[src/rtl/codificador_pkg.sv]
// Shared types and helpers for the keypad priority encoder: FSM state encoding
// and the highest-set-bit priority function.
package codificador_pkg;

    typedef enum logic [1:0] {
        OCIOSO      = 2'd0,
        FILTRANDO   = 2'd1,
        PRESSIONADO = 2'd2
    } estado_t;

    localparam int MAX_ENTRADAS = 64;

    // Highest index wins; an all-zero vector returns 0 (callers gate on "any key").
    function automatic int prioridade_idx(input logic [MAX_ENTRADAS-1:0] v);
        int r;
        r = 0;
        for (int i = 0; i < MAX_ENTRADAS; i++) begin
            if (v[i]) r = i;
        end
        return r;
    endfunction

endpackage

[src/rtl/codificador_prioritario_teclado_if.sv]
// Event channel from the keypad encoder to the timer controller.
// valido/ack: an event is offered while valido=1 and is consumed at the first
// rising edge where ack=1; codigo and multipla stay frozen while valido=1,
// and ack while valido=0 has no effect.
interface codificador_prioritario_teclado_if #(
    parameter int LARGURA_CODIGO = 4
);
    logic [LARGURA_CODIGO-1:0] codigo;
    logic                      valido;
    logic                      ack;
    logic                      multipla;
    logic                      perda;

    modport master (
        output codigo,
        output valido,
        output multipla,
        output perda,
        input  ack
    );

    modport slave (
        input  codigo,
        input  valido,
        input  multipla,
        input  perda,
        output ack
    );
endinterface

[src/rtl/sincronizador_2ff.sv]
// Two-flop synchroniser for a vector of asynchronous lines; resets to zero.
module sincronizador_2ff #(
    parameter int LARGURA = 1
) (
    input  logic               clock,
    input  logic               resetn,
    input  logic [LARGURA-1:0] d,
    output logic [LARGURA-1:0] q
);

    logic [LARGURA-1:0] meta;

    always_ff @(posedge clock or negedge resetn) begin
        if (!resetn) begin
            meta <= '0;
            q    <= '0;
        end else begin
            meta <= d;
            q    <= meta;
        end
    end

endmodule

[src/rtl/codificador_prioritario_teclado.sv]
// Debounced keypad priority encoder with a valid/ack event output.
// Optional auto-repeat while a key is held: define CODIFICADOR_REPETICAO_EN.
module codificador_prioritario_teclado
    import codificador_pkg::*;
#(
    parameter int N_ENTRADAS       = 10,
    parameter int LARGURA_CODIGO   = $clog2(N_ENTRADAS),
    parameter int CICLOS_FILTRO    = 16,
    parameter int CICLOS_REPETICAO = 1000
) (
    input  logic                                   clock,
    input  logic                                   resetn,
    input  logic                                   enablen,
    input  logic [N_ENTRADAS-1:0]                  entrada,
    codificador_prioritario_teclado_if.master      bus,
    output estado_t                                estado_dbg
);

    if (N_ENTRADAS < 2 || N_ENTRADAS > MAX_ENTRADAS || CICLOS_FILTRO < 1 ||
        CICLOS_REPETICAO < 1) begin : g_parametros_invalidos
        $error("codificador_prioritario_teclado: invalid parameter set");
    end

    localparam int LARGURA_CNT = (CICLOS_FILTRO > 1) ? $clog2(CICLOS_FILTRO) : 1;
    localparam logic [LARGURA_CNT-1:0] FIM_FILTRO = LARGURA_CNT'(CICLOS_FILTRO - 1);
    localparam logic [LARGURA_CNT-1:0] UM_CNT     = LARGURA_CNT'(1);
    localparam logic [N_ENTRADAS-1:0]  UM_S       = N_ENTRADAS'(1);

    logic [N_ENTRADAS-1:0]     s;
    logic [LARGURA_CODIGO-1:0] idx;
    logic                      alguma;
    logic                      mesma_tecla;
    logic                      multi;
    logic                      fim_filtro;
    logic                      rep_fim;
    logic                      captura;

    estado_t                   estado;
    logic [LARGURA_CODIGO-1:0] cand;
    logic [LARGURA_CNT-1:0]    cnt;
    logic [LARGURA_CODIGO-1:0] codigo_q;
    logic                      valido_q;
    logic                      multipla_q;
    logic                      perda_q;

    sincronizador_2ff #(
        .LARGURA (N_ENTRADAS)
    ) u_sinc (
        .clock  (clock),
        .resetn (resetn),
        .d      (entrada),
        .q      (s)
    );

    assign idx         = LARGURA_CODIGO'(prioridade_idx(64'(s)));
    assign alguma      = |s;
    assign mesma_tecla = alguma && (idx == cand);
    // Clearing the lowest set bit leaves something only if two or more were set.
    assign multi       = |(s & (s - UM_S));
    assign fim_filtro  = (estado == FILTRANDO) && mesma_tecla && (cnt == FIM_FILTRO);
    assign captura     = !enablen && (fim_filtro || rep_fim);

`ifdef CODIFICADOR_REPETICAO_EN
    localparam int LARGURA_REP = (CICLOS_REPETICAO > 1) ? $clog2(CICLOS_REPETICAO) : 1;
    localparam logic [LARGURA_REP-1:0] FIM_REP = LARGURA_REP'(CICLOS_REPETICAO - 1);
    localparam logic [LARGURA_REP-1:0] UM_REP  = LARGURA_REP'(1);

    logic [LARGURA_REP-1:0] rep;
    logic                   repetindo;

    // The original key must still be the winner; any other key restarts the hold.
    assign repetindo = !enablen && (estado == PRESSIONADO) && mesma_tecla;
    assign rep_fim   = repetindo && (rep == FIM_REP);

    always_ff @(posedge clock or negedge resetn) begin
        if (!resetn) begin
            rep <= '0;
        end else if (!repetindo || rep_fim) begin
            rep <= '0;
        end else begin
            rep <= rep + UM_REP;
        end
    end
`else
    assign rep_fim = 1'b0;
`endif

    always_ff @(posedge clock or negedge resetn) begin
        if (!resetn) begin
            estado     <= OCIOSO;
            cand       <= '0;
            cnt        <= '0;
            codigo_q   <= '0;
            valido_q   <= 1'b0;
            multipla_q <= 1'b0;
            perda_q    <= 1'b0;
        end else begin
            perda_q <= 1'b0;

            // A capture coinciding with ack replaces the consumed event in place.
            if (captura) begin
                if (!valido_q || bus.ack) begin
                    codigo_q   <= cand;
                    multipla_q <= multi;
                    valido_q   <= 1'b1;
                end else begin
                    perda_q <= 1'b1;
                end
            end else if (valido_q && bus.ack) begin
                valido_q <= 1'b0;
            end

            if (enablen) begin
                estado <= OCIOSO;
                cnt    <= '0;
            end else begin
                case (estado)
                    OCIOSO: begin
                        if (alguma) begin
                            estado <= FILTRANDO;
                            cand   <= idx;
                            cnt    <= '0;
                        end
                    end
                    FILTRANDO: begin
                        if (!mesma_tecla) begin
                            estado <= OCIOSO;
                        end else if (cnt == FIM_FILTRO) begin
                            estado <= PRESSIONADO;
                            cnt    <= '0;
                        end else begin
                            cnt <= cnt + UM_CNT;
                        end
                    end
                    PRESSIONADO: begin
                        // cnt now counts consecutive all-released cycles.
                        if (alguma) begin
                            cnt <= '0;
                        end else if (cnt == FIM_FILTRO) begin
                            estado <= OCIOSO;
                            cnt    <= '0;
                        end else begin
                            cnt <= cnt + UM_CNT;
                        end
                    end
                    default: begin
                        estado <= OCIOSO;
                        cnt    <= '0;
                    end
                endcase
            end
        end
    end

    assign bus.codigo   = codigo_q;
    assign bus.valido   = valido_q;
    assign bus.multipla = multipla_q;
    assign bus.perda    = perda_q;
    assign estado_dbg   = estado;

endmodule

[src/flat_wrapper.sv]
// flat-port wrapper written by rule: the top's interface ports become plain ports
module codificador_prioritario_teclado_flat import codificador_pkg::*;
#(
    parameter int N_ENTRADAS       = 10,
    parameter int LARGURA_CODIGO   = $clog2(N_ENTRADAS),
    parameter int CICLOS_FILTRO    = 16,
    parameter int CICLOS_REPETICAO = 1000
)
  (clock, resetn, enablen, entrada, estado_dbg, bus_codigo, bus_valido, bus_multipla, bus_perda, bus_ack);
  codificador_prioritario_teclado_if #(.LARGURA_CODIGO(LARGURA_CODIGO)) bus_i ();
  input  logic clock;
  input  logic resetn;
  input  logic enablen;
  input  logic [N_ENTRADAS-1:0] entrada;
  output estado_t estado_dbg;
  output wire logic [$bits(bus_i.codigo)-1:0] bus_codigo;
  output wire logic [$bits(bus_i.valido)-1:0] bus_valido;
  output wire logic [$bits(bus_i.multipla)-1:0] bus_multipla;
  output wire logic [$bits(bus_i.perda)-1:0] bus_perda;
  input wire logic [$bits(bus_i.ack)-1:0] bus_ack;
  assign bus_codigo = bus_i.codigo;
  assign bus_valido = bus_i.valido;
  assign bus_multipla = bus_i.multipla;
  assign bus_perda = bus_i.perda;
  assign bus_i.ack = bus_ack;
  codificador_prioritario_teclado #(.N_ENTRADAS(N_ENTRADAS), .LARGURA_CODIGO(LARGURA_CODIGO), .CICLOS_FILTRO(CICLOS_FILTRO), .CICLOS_REPETICAO(CICLOS_REPETICAO)) u_core (.clock(clock), .resetn(resetn), .enablen(enablen), .entrada(entrada), .bus(bus_i), .estado_dbg(estado_dbg));
endmodule
[config.mk]
export PLATFORM = sky130hd
export DESIGN_NAME = codificador_prioritario_teclado_flat
export DESIGN_NICKNAME = d
export VERILOG_FILES = /design/src/rtl/codificador_pkg.sv /design/src/rtl/codificador_prioritario_teclado_if.sv /design/src/rtl/sincronizador_2ff.sv /design/src/rtl/codificador_prioritario_teclado.sv /design/src/flat_wrapper.sv
export SDC_FILE = /design/constraint.sdc
export NUM_CORES = 1
export LEC_CHECK = 0
export ABC_AREA = 1
export ABC_CLOCK_PERIOD_IN_PS = 5400
export CAP_MARGIN = 20
export CORE_UTILIZATION = 45
export DETAILED_ROUTE_END_ITERATION = 10
export GPL_TIMING_DRIVEN = 1
export PLACE_DENSITY = 0.75
export SYNTH_ARGS = -nofsm -noshare
export SYNTH_HDL_FRONTEND = slang
export SYNTH_SLANG_ARGS = --single-unit
[constraint.sdc]
create_clock -name clock -period 5.4 [get_ports clock]
set_clock_uncertainty 0.2 [all_clocks]
set_input_delay 1.08 -clock clock [delete_from_list [all_inputs] [get_ports clock]]
set_output_delay 1.08 -clock clock [all_outputs]
set_load 0.005 [all_outputs]
# After elaboration in Yosys (flattened, before gate mapping)
# Index checks and enable logic that the tools add are counted.
[word_totals]
mem_count = 0
wordCells = 67
mem_bits_rw = 0
rom_bits = 0
ff_bits = 37
input_bits = 14
latchBits = 0
output_inout_bits = 9
[classes]
reduce_logical = 17
add_sub_neg = 2
n_div = 0
mux = 27
n_eq_ne = 10
shift = 0
order_cmp = 0
n_mul = 0
bitwise_logic = 2
[ops]
columns = ["operator", "count"]
rows = [
  ["2-to-1 mux 4 bit", 12],
  ["OR reduction 10 bit", 2],
  ["2-to-1 mux 2 bit", 7],
  ["one-hot mux 4 bit (3 select lines)", 1],
  ["bitwise AND 10 bit", 1],
  ["subtractor 10 x 1 -> 10 bit (second input constant)", 1],
  ["!= test 3 x 2 -> 1 bit (second input constant)", 3],
  ["2-to-1 mux 1 bit", 6],
  ["one-hot mux 2 bit (3 select lines)", 1],
  ["AND reduction 2 bit", 3],
  ["logical AND 1 bit", 5],
  ["adder 4 x 1 -> 4 bit (second input constant)", 1],
  ["equality test 4 bit", 1],
  ["equality test 4 bit (second input constant)", 1],
  ["!= test 4 bit (second input constant)", 1],
  ["AND reduction 4 bit", 1],
  ["!= test 3 bit (second input constant)", 1],
  ["AND reduction 3 bit", 1],
  ["equality test 2 x 1 -> 1 bit (second input constant)", 1],
  ["equality test 2 bit (second input constant)", 1],
  ["zero test 1 bit", 2],
  ["zero test 2 bit", 1],
  ["!= test 2 bit (second input constant)", 1],
  ["nonzero test 2 bit", 1],
  ["other kinds (2)", 2],
]

# Logic depth before layout (Yosys ltp)
# Gate-level depths: netlist of run 1.
[depth]
depth_word = 16
mapped_depth = 16

# Hierarchy
# A second synthesis of run 1 with hierarchy kept.
[unflattened]
cells_unflattened = 178
area_unflattened_um2 = 1631.6
[modules_own_cells]
columns = ["module", "instances", "cells_each", "seq_area_each_um2", "area_per_inst_um2"]
rows = [
  ["codificador_prioritario_teclado", 1, 158, 425.4, 1131.1],
  ["sincronizador_2ff", 1, 20, 500.5, 500.5],
]

# Least setup slack after synthesis of run 1
# Ideal clock, no wire load.
[synth_timing]
path_kind = "input-to-reg"
startpoint = "in enablen"
endpoint = "reg u_core.estado[0] (netlist: u_core.estado_dbg[0])"
cell_stages = 8
t_arrival_ns = 1.698
path_slack_ns = 3.375
cell_sequence = "nor2_1 -> nand3_1 -> o31ai_1 -> inv_1 -> nand2_1 -> nand2_1 -> nand2_1 -> o21ai_0"
[synth_between]
elab_chain_cells = 2
[synth_lines]
columns = ["element", "line", "text"]
rows = [
  ["start: declaration", "flat_wrapper.sv:13", "input logic enablen;"],
  ["!= test 4 bit (no source line), or another cell as far along", "n/a", ""],
  ["AND reduction 4 bit (no source line)", "n/a", ""],
  ["end signal: assignment", "codificador_prioritario_teclado.sv:90", "estado <= OCIOSO;"],
  ["end signal: assignment", "codificador_prioritario_teclado.sv:114", "estado <= OCIOSO;"],
  ["end signal: assignment", "codificador_prioritario_teclado.sv:120", "estado <= FILTRANDO;"],
  ["end: declaration", "codificador_prioritario_teclado.sv:38", "estado_t estado;"],
]
# Parallel ways exist; a longest one is shown, timed or not.
# A chain may end at the register's enable or synchronous reset.

# Final worst setup path of run 1
[layout_timing]
startpoint = "reg u_core.estado[0] (netlist: u_core.estado_dbg[0])"
endpoint = "out estado_dbg[0]"
[layout_lines]
columns = ["element", "line", "text"]
rows = [
  ["end: declaration", "flat_wrapper.sv:15", "output estado_t estado_dbg;"],
]
# No word-level cell between the ends.

==> results of run 1 <==
## layout by cell type (no fill, tap or decap), drive strengths merged
master,count
clkdlybuf4s50,22
ha,5
nand2,48
clkbuf,7
xnor2,1
nor2,16
o2111ai,1
nand4,3
inv,24
o31ai,1
buf,1
o21ai,16
and3b,1
a21oi,2
a22oi,1
dfrtp,37
nand3b,1
xor2,3
nand3,8
## where the power goes
part	switching [µW]	leakage (µW)	internal, µW
sequential	9.39	0.000456	290
combinational	32.5	0.000437	24.3
clock	82.1	0.0000314	61.4
## cell families after synthesis
kind of cell	Yosys count	synth area share [%]
and+or+nand+nor	77	23.01
DFF	37	57.72
adders and majority gates	5	3.900
buffers and inverters	24	5.616
AOI/OAI and AO/OA	21	7.099
xor gates and xnor gates	4	2.653
## per-stage QoR
step / util [%] / hold WS, ns / total power (µW)
2_1_floorplan: - / 0.1312 / 336.0
3_3_place_gp: 56.18 / 0.1320 / 357.9
3_5_place_dp: 56.18 / 0.1347 / 362.4
4_1_cts: 57.81 / 0.1507 / 507.8
5_1_grt: 57.81 / 0.1626 / 530.1
6_report: 57.81 / 0.1486 / 499.5
## flip-flops by register name, summed over array words and instances (netlist names)
register and flops:
u_core.estado_dbg 2, u_core.cand 4, u_core.cnt 4, u_core.bus.perda 1, u_core.bus.valido 1, u_core.u_sinc.meta 10, u_core.u_sinc.q 10, u_core.bus.multipla 1
u_core.bus.codigo 4
## layout make-up
class	count	area (µm²)
inverters	24	90.09
fillers	341	1419
well taps	46	57.56
repair buffers	23	227.7
flip-flops and latches	37	925.9
multi-input cells	107	588.1
clock buffers	7	55.05
## how the worst max path moves through the flow
stage                                     startpoint                                to
floorplan                                    enablen  u_core.estado_dbg[0]$_DFFE_PN0P_
global placement                             enablen  u_core.estado_dbg[0]$_DFFE_PN0P_
detailed placement                           enablen  u_core.estado_dbg[0]$_DFFE_PN0P_
CTS                 u_core.estado_dbg[1]$_DFFE_PN0P_                     estado_dbg[1]
global route        u_core.estado_dbg[0]$_DFFE_PN0P_                     estado_dbg[0]
finish              u_core.estado_dbg[0]$_DFFE_PN0P_                     estado_dbg[0]
## routing by layer
| metal | track usage, % | vias to the layer above | part of all wire [%] |
|---|---|---|---|
| li1 | - | 587 | - |
| met4 | 9.524 | 0 | 3.1 |
| met2 | 27.80 | 32 | 52 |
| met1 | 18.83 | 554 | 40 |
| met3 | 6.625 | 13 | 4.8 |
| met5 | 0 | - | 0 |
==> results.cfg, run 1 <==
[flow_run]
drv_cap = 0

[critical_path]
r2r_cells = 11
crit_required_ns = 4.12
reg2reg_to = u_core.cnt[0]$_DFFE_PN0P_
end_kind = output pin
rrSetupSlack_ns = 3.42
cpPeakStageDelay_ns = 0.52
crit_slowest_cell = clkdlybuf4s50_1
crit_arrival_ns = 1.27
r2r_start = u_core.u_sinc.q[7]$_DFF_PN0_
cpLargestDelayFamily = buffers and inverters
crit_buf_inv = 1
cp-start-kind = register
path_class = reg2out
cp_cell_sequence = clkdlybuf4s50_1
path_depth = 1
worstPathMaxFanout = 3

[logic_synthesis]
synth_ff_type = dfrtp_1
synth_warnings = 0
ys_types = 24
syn_area_per_cell_um2 = 9.548
yosys-top-cells-count = nand2_1, dfrtp_1, inv_1
synthArstFlopShare_pct = 100.0
syn_nets = 187
synth_area_leaders = dfrtp_1, nand2_1, inv_1
netlist_area_um2 = 1604
synth_edf_count = 0
yosysMostFrequentCell = nand2_1
synth_top_area_share_pct = 57.72
ys_seq_elements = 37
yosysSeqAreaShare_pct = 57.72
synthCells = 168
synth.largest_area_cell = dfrtp_1

[sta]
rsz0062_at_grt = false
fin_ws_ns = 2.854
tns_ns = 0
post-route-period-util_pct = 47.15
hold_viol = 0
finalSetupViolations = 0
worst_slew_pin_slew_ns = 0.4481
report.final.slew_viol_count = 0
maxSlewHeadroom_pct = 70.13
period_minus_slack_ns = 2.546
fmax_ghz = 0.3928

[outcome]
status = complete, no violations

[worst_hold_path]
hp-class = reg2reg
worstHoldStart = u_core.u_sinc.meta[0]$_DFF_PN0_
hold_depth = 0
holdPathEnd = u_core.u_sinc.q[0]$_DFF_PN0_

[floorplanning]
die_h_um = 61.71
initial_core_util_pct = 47.69
core_um2 = 3363
rows = 21
dieWidth_um = 61.71
ioPinCount = 23
die_area_um2 = 3808

[route]
num_vias = 1186
drt-pass1-iter-count = 4
drc = 0
ant_nets = 0
avgViaCountPerCell = 4.861
routed_wl_um = 2739
drt-wirelength-per-cell_um = 11.23
drt_iter0_drc = 42

[cts]
cts_hold_buf = 0
htree_levels = 2
cts_resized = 0
clk_latency_ns = 0.34
cts_setup_buffers = 0
cts_tree = yes
clk_pin_slew_ns = 0.10
root_buffer = clkbuf_4
numCtsBuffers = 5
clockBufferDepth = 2
cts_sinks = 37

[power]
power.leakage_uw = 0.0009241
power_density_nw_per_um2 = 256.9
ir_drop_mv = 0.1585

[placement]
place_hpwl_um = 2142
gp_congestion = 0.7813
portBuffers = 22
dp_cells = 237
placed_cell_area_um2 = 1889
dpl_worst_slack_ns = 2.768

[global_route]
grt.total_usage_pct = 16.92
overflow = 0
grt_pass1_wl_um = 4526
grt_pass1_vias = 1101
antenna_found_initial = 0
grt_max_degree = 38

[finish]
drive_gt1_share_pct = 8.586
fin_nets = 217
antennaDiodeCount = 0
synthToLayoutAreaGrowth_pct = 21.22
final_cell_area_um2 = 1944
finalNonFillerCells = 244
Note: power is estimated with default switching activity, not from simulation.
==> inputs of run 2 (changes only) <==
ABC_CLOCK_PERIOD_IN_PS = 2550   (was 5400)
clock period = 2.55 ns   (was 5.4 ns; I/O delays follow)
==> results of run 2 <==
The final DEF is identical to that of run 1. Status: complete, no violations.
Among the figures that moved: final weighted congestion in routability-driven placement 0.7813 -> 0.7814; setup slack after placement 2.768 ns -> 0.4878 ns; setup slack after layout 2.854 ns -> 0.5717 ns; start point of the critical path u_core.estado_dbg[0]$_DFFE_PN0P_ -> u_core.u_sinc.q[7]$_DFF_PN0_; end point of the critical path estado_dbg[0] -> u_core.cnt[0]$_DFFE_PN0P_; register-to-register setup slack 3.42 ns -> 0.57 ns; total power 499.5 µW -> 1058 µW; worst IR drop on VDD 0.1585 mV -> 0.3356 mV
